**src/rtl/write_burst_aligner_pkg.sv**
```systemverilog
// Shared helpers for the store-path burst aligner.
// Lane geometry derived from the bus width.
package write_burst_aligner_pkg;

    function automatic int lane_bytes(input int data_width);
        return data_width / 8;
    endfunction

    function automatic int lane_idx_w(input int data_width);
        return $clog2(data_width / 8);
    endfunction

endpackage

```
**src/rtl/write_burst_aligner_shifter.sv**
```systemverilog
// Combinational byte-lane shifter: {data,strb} moved up by s lanes,
// split into the in-beat half and the spill (carry) half.
module burst_lane_shifter
    import write_burst_aligner_pkg::*;
#(
    parameter int DATA_WIDTH = 64
) (
    input  logic [DATA_WIDTH-1:0]                 data,
    input  logic [lane_bytes(DATA_WIDTH)-1:0]     strb,
    input  logic [lane_idx_w(DATA_WIDTH)-1:0]     shamt,
    output logic [DATA_WIDTH-1:0]                 shifted,
    output logic [DATA_WIDTH-1:0]                 carry,
    output logic [lane_bytes(DATA_WIDTH)-1:0]     shifted_strb,
    output logic [lane_bytes(DATA_WIDTH)-1:0]     carry_strb
);

    localparam int B = lane_bytes(DATA_WIDTH);

    logic [2*DATA_WIDTH-1:0] wide_d;
    logic [2*B-1:0]          wide_s;

    assign wide_d = {{DATA_WIDTH{1'b0}}, data} << {shamt, 3'b000};
    assign wide_s = {{B{1'b0}}, strb} << shamt;

    assign shifted      = wide_d[DATA_WIDTH-1:0];
    assign carry        = wide_d[2*DATA_WIDTH-1:DATA_WIDTH];
    assign shifted_strb = wide_s[B-1:0];
    assign carry_strb   = wide_s[2*B-1:B];

endmodule

```
**src/rtl/write_burst_aligner.sv**
```systemverilog
// Shifts a packed store stream onto unaligned byte lanes, emitting
// strobed write beats plus a trailing flush beat for spilled bytes.
module write_burst_aligner
    import write_burst_aligner_pkg::*;
#(
    parameter int DATA_WIDTH = 64
) (
    input  logic                              clk,
    input  logic                              rst,
    input  logic                              i_valid,
    output logic                              i_ready,
    input  logic                              i_start,
    input  logic                              i_end,
    input  logic [DATA_WIDTH-1:0]             i_data,
    input  logic [lane_bytes(DATA_WIDTH)-1:0] i_strb,
    input  logic [lane_idx_w(DATA_WIDTH)-1:0] i_shamt,
    output logic                              o_valid,
    input  logic                              o_ready,
    output logic                              o_start,
    output logic                              o_end,
    output logic [DATA_WIDTH-1:0]             o_data,
    output logic [lane_bytes(DATA_WIDTH)-1:0] o_strb,
    output logic                              o_idle
);

    localparam int B  = lane_bytes(DATA_WIDTH);
    localparam int SW = lane_idx_w(DATA_WIDTH);

    typedef enum logic [1:0] {
        S_IDLE,
        S_BURST,
        S_FLUSH
    } state_t;

    state_t                state;
    logic [SW-1:0]         shamt_r;
    logic [SW-1:0]         s;
    logic [DATA_WIDTH-1:0] carry_r;
    logic [B-1:0]          cstrb_r;

    logic [DATA_WIDTH-1:0] sh_d;
    logic [DATA_WIDTH-1:0] carry_n;
    logic [B-1:0]          sh_s;
    logic [B-1:0]          cstrb_n;
    logic                  spill;
    logic                  accept;
    logic                  data_beat;

    assign s = (state == S_IDLE) ? i_shamt : shamt_r;

    burst_lane_shifter #(.DATA_WIDTH(DATA_WIDTH)) u_shift (
        .data         (i_data),
        .strb         (i_strb),
        .shamt        (s),
        .shifted      (sh_d),
        .carry        (carry_n),
        .shifted_strb (sh_s),
        .carry_strb   (cstrb_n)
    );

    assign spill     = |cstrb_n;
    assign accept    = i_valid && i_ready;
    assign data_beat = accept && ((state == S_BURST) || i_start);
    assign o_idle    = (state == S_IDLE) && !(i_valid && i_start);

    always_comb begin
        i_ready = o_ready;
        o_valid = 1'b0;
        o_start = 1'b0;
        o_end   = 1'b0;
        o_data  = sh_d | carry_r;
        o_strb  = sh_s | cstrb_r;
        unique case (state)
            S_IDLE: begin
                o_valid = i_valid && i_start;
                o_start = i_valid && i_start;
                o_end   = i_valid && i_start && i_end && !spill;
            end
            S_BURST: begin
                o_valid = i_valid;
                o_end   = i_valid && i_end && !spill;
            end
            S_FLUSH: begin
                i_ready = 1'b0;
                o_valid = 1'b1;
                o_end   = 1'b1;
                o_data  = carry_r;
                o_strb  = cstrb_r;
            end
            default: begin
                o_valid = 1'b0;
            end
        endcase
    end

    // Carry is cleared whenever the burst closes so nothing ORs into the next one.
    always_ff @(posedge clk) begin
        if (rst) begin
            state   <= S_IDLE;
            shamt_r <= '0;
            carry_r <= '0;
            cstrb_r <= '0;
        end else begin
            unique case (state)
                S_IDLE, S_BURST: begin
                    if (data_beat) begin
                        if (state == S_IDLE) shamt_r <= i_shamt;
                        if (i_end && !spill) begin
                            state   <= S_IDLE;
                            carry_r <= '0;
                            cstrb_r <= '0;
                        end else begin
                            state   <= i_end ? S_FLUSH : S_BURST;
                            carry_r <= carry_n;
                            cstrb_r <= cstrb_n;
                        end
                    end
                end
                S_FLUSH: begin
                    if (o_ready) begin
                        state   <= S_IDLE;
                        carry_r <= '0;
                        cstrb_r <= '0;
                    end
                end
                default: state <= S_IDLE;
            endcase
        end
    end

endmodule
```
**config.mk**
```make
export PLATFORM = sky130hd
export DESIGN_NAME = write_burst_aligner
export DESIGN_NICKNAME = d
export VERILOG_FILES = /design/src/rtl/write_burst_aligner_pkg.sv /design/src/rtl/write_burst_aligner_shifter.sv /design/src/rtl/write_burst_aligner.sv
export SDC_FILE = /design/constraint.sdc
export NUM_CORES = 1
export LEC_CHECK = 0
export CAP_MARGIN = 0
export CELL_PAD_IN_SITES_DETAIL_PLACEMENT = 1
export CELL_PAD_IN_SITES_GLOBAL_PLACEMENT = 1
export CORE_UTILIZATION = 37
export DETAILED_ROUTE_END_ITERATION = 16
export GPL_TIMING_DRIVEN = 0
export PLACE_DENSITY_LB_ADDON = 0.1
export SLEW_MARGIN = 20
export SYNTH_ARGS = -nofsm -noshare
export SYNTH_HDL_FRONTEND = slang
export SYNTH_HIERARCHICAL = 1
export SYNTH_SLANG_ARGS = --single-unit
```
**constraint.sdc**
```tcl
create_clock -name clk -period 4.1 [get_ports clk]
set_clock_uncertainty 0.15 [all_clocks]
set_input_delay 0.82 -clock clk [delete_from_list [all_inputs] [get_ports clk]]
set_output_delay 0.82 -clock clk [all_outputs]
set_load 0.1 [all_outputs]
```
==> results.cfg <==
[outcome]
outcome = complete, but fails checks
failing_checks = negative setup slack

[yosys]
synth_area_leaders = dfxtp_1 (26%), a32o_1 (11%), a21o_1 (9.5%)
post_synth_edffs = 0
asyncSetResetFlopFracSynth = 0
synth_largest_area_cell = dfxtp_1
seq_area_frac_synth = 0.2588
synth.avg_cell_area_sq_um = 8.851
netlist_instances = 673
dominantRegCellSynth = dfxtp_1
synth.distinct_cells = 46
synth.cell_area_sq_mm = 0.005957
post-synth-top-area-fraction = 0.2588
yosysWarnings = 6
postSynthRegisterBits = 77

[worst_setup_path]
worst_ep_required_time_ps = 3130
endpoint_kind = primary output
crit_type = in -> out
timing.critical_path.fanout_max = 10
cp_data_arrival_time_ps = 3200
timing.critical_path.from_type = primary input

[sta]
slew_violations = 0
max-slew-margin-rel = 0.3447
final.period_utilization = 1.018
grt_setup_unrepaired = true
worst-slew-pin-transition_ps = 979.9
finalHoldViolCount = 0
post-route-min-period_ps = 4173
clock.fmax_mhz = 239.7
final_worst_path_setup_slack_ps = -72.67
setup-violations-final = 1

[grt]
antenna_violations_before_repair = 1
grt_use_total = 0.3802
overflow = 0
via_count_of_the_first_global_routing_pass = 7028
grt_start_max_net_pins = 13
grt_pass1_wl_um = 44900

[floorplan]
io_pins = 158
die_width_um = 128.9
floorplan.core_area_sq_mm = 0.01583
chipHeight_um = 128.9
die-area_sq_mm = 0.01661
std_cell_rows = 46
start_util = 0.3764

[detailed_routing]
routedWlPerCell_um = 30.38
route.final.wire_length_um = 33640
via_count = 7399
ant_nets = 0
drt_pass1_iterations = 9
route.detailed.drc = 0
post_drt_via_cell_ratio = 6.684
first_iter_violations = 932

[cts]
path_clk_slew_ps = 60
cts_tree = done
cts_num_sinks = 77
hold_buffers_post_cts = 0
cts_made_buffers = 9
clock_path_buffers = 2
latest_clock_arrival_within_the_worst_skew_pair_ps = 360
root_buffer = clkbuf_16
h-tree-depth = 3

[cells_and_area]
finish.net_count = 967
post_layout_nonfiller_instances = 1107
flow.area_growth_from_synthesis_pct = 45.96
insertedDiodeCount = 0
drive_gt1_frac = 0.3378

[min_path]
hp-class = reg -> reg

[placed_design]
post-dp-hpwl_um = 23690
gp_routability_congestion = 1.016
number_of_placed_instances_with_taps_included = 1054
numPortBuffers = 157

[flow_run]
max_capacitance_violation_total = 0

[power]
pwr_density_mw_per_mm2 = 431.7
power.total_mw = 3.753
max-vdd-ir-drop_mv = 0.2960
total_leakage_power_nw = 4.108
metal layers:
metal / GRT usage / wire length, um / vias to the layer above
met5: 0 / 0 / -
met4: 0.2318 / 2181 / 0
met3: 0.06279 / 3467 / 162
met2: 0.6035 / 15180 / 579
met1: 0.4831 / 12810 / 3610
li1: - / - / 3048
path summary, 6_finish.rpt:
path / startpoint / to / slack [ps] / depth (start not counted)
worst min register to register: carry_r[49]$_SDFFE_PP0P_ / carry_r[49]$_SDFFE_PP0P_ / 320 / 1
worst max register to register: state[0]$_SDFFE_PP0P_ / carry_r[47]$_SDFFE_PP0P_ / 250 / 14
worst min-delay path: carry_r[49]$_SDFFE_PP0P_ / carry_r[49]$_SDFFE_PP0P_ / 320 / 1
worst max-delay path: i_shamt[1] / o_end / -70 / 9
cell type report:
type / instances / area (sq um)
multi-input cells: 515 / 4285
clock buffers: 13 / 250.2
flip-flops and latches: 77 / 1546
fillers: 1812 / 7133
inverters: 6 / 22.52
clock inverters: 3 / 68.82
well taps: 216 / 270.3
repair buffers: 200 / 1668
plain buffers: 77 / 583.1
registers in the layout (all words and copies together) (netlist names):
name,cells
cstrb_r,8
shamt_r,3
carry_r,64
state,2
report_power, final:
group	total (mW)	switching [mW]	leakage, nW	internal (mW)
clock network	0.913	0.360	0.154	0.553
registers	0.786	0.0153	0.625	0.771
logic	2.05	1.47	3.33	0.589
placed cells by master, fill, tap and decap left out, drive strengths merged, types with 11 or more instances in the layout:
master,instances
mux2,41
clkdlybuf4s50,79
dfxtp,77
o22ai,18
nor2,52
a22oi,17
o21ai,11
mux2i,63
buf,175
and3,28
nand2,37
clkbuf,28
nor3,11
a21o,75
a32o,64
nor2b,12
synthesized netlist by cell type (9+ instances only):
| cell type | count |
|---|---|
| a32o_1 | 64 |
| nor2_1 | 51 |
| a222oi_1 | 9 |
| clkbuf_1 | 20 |
| dfxtp_1 | 77 |
| a22oi_1 | 17 |
| buf_4 | 17 |
| mux2i_1 | 56 |
| buf_2 | 40 |
| nand2_1 | 37 |
| o21ai_0 | 11 |
| a21o_1 | 75 |
| a2bb2oi_1 | 10 |
| nor2b_1 | 12 |
| mux2_2 | 39 |
| nor3_1 | 10 |
| and3_1 | 28 |
| o221ai_1 | 9 |
| o22ai_1 | 18 |
through the flow:
stage,area [sq um],hold WS (ps),TNS [ps],util,setup WS [ps]
2_1_floorplan,6018,293.8,-300.4,-,-300.4
3_5_place_dp,7860,309.4,-95720,0.4966,-2023
4_1_cts,8242,323.4,-873.3,0.5207,-423.6
5_1_grt,8695,330.7,-93.15,0.5493,-93.15
6_report,8695,321.9,-72.67,0.5493,-72.67
3_3_place_gp,7860,298.8,-96820,0.4966,-2057
kinds of logic after synthesis:
group / synth area share
other: 0.0006295
and+or+nand+nor: 0.1208
muxes: 0.1855
buffers and inverters: 0.08338
AOI/OAI and AO/OA: 0.3510
DFF: 0.2588
what timing repair did:
| item | CTS | global route |
|---|---|---|
| hold endpoints to repair | 0 | 0 |
| pin swaps | 4 | 10 |
| cloned | 0 | 3 |
| endpoints found under the setup margin | 122 | 78 |
| setup buffers | 9 | 33 |
| gates resized for setup | 458 | 69 |
critical path, stage by stage:
cell	delay, ps
clkbuf_2	150
mux2_4	280
buf_8	220
mux2i_4	460
a222oi_1	290
nor4_4	320
nand3_2	160
o31ai_4	280
buf_12	210
No activity file was read; power rests on OpenSTA's default activity.
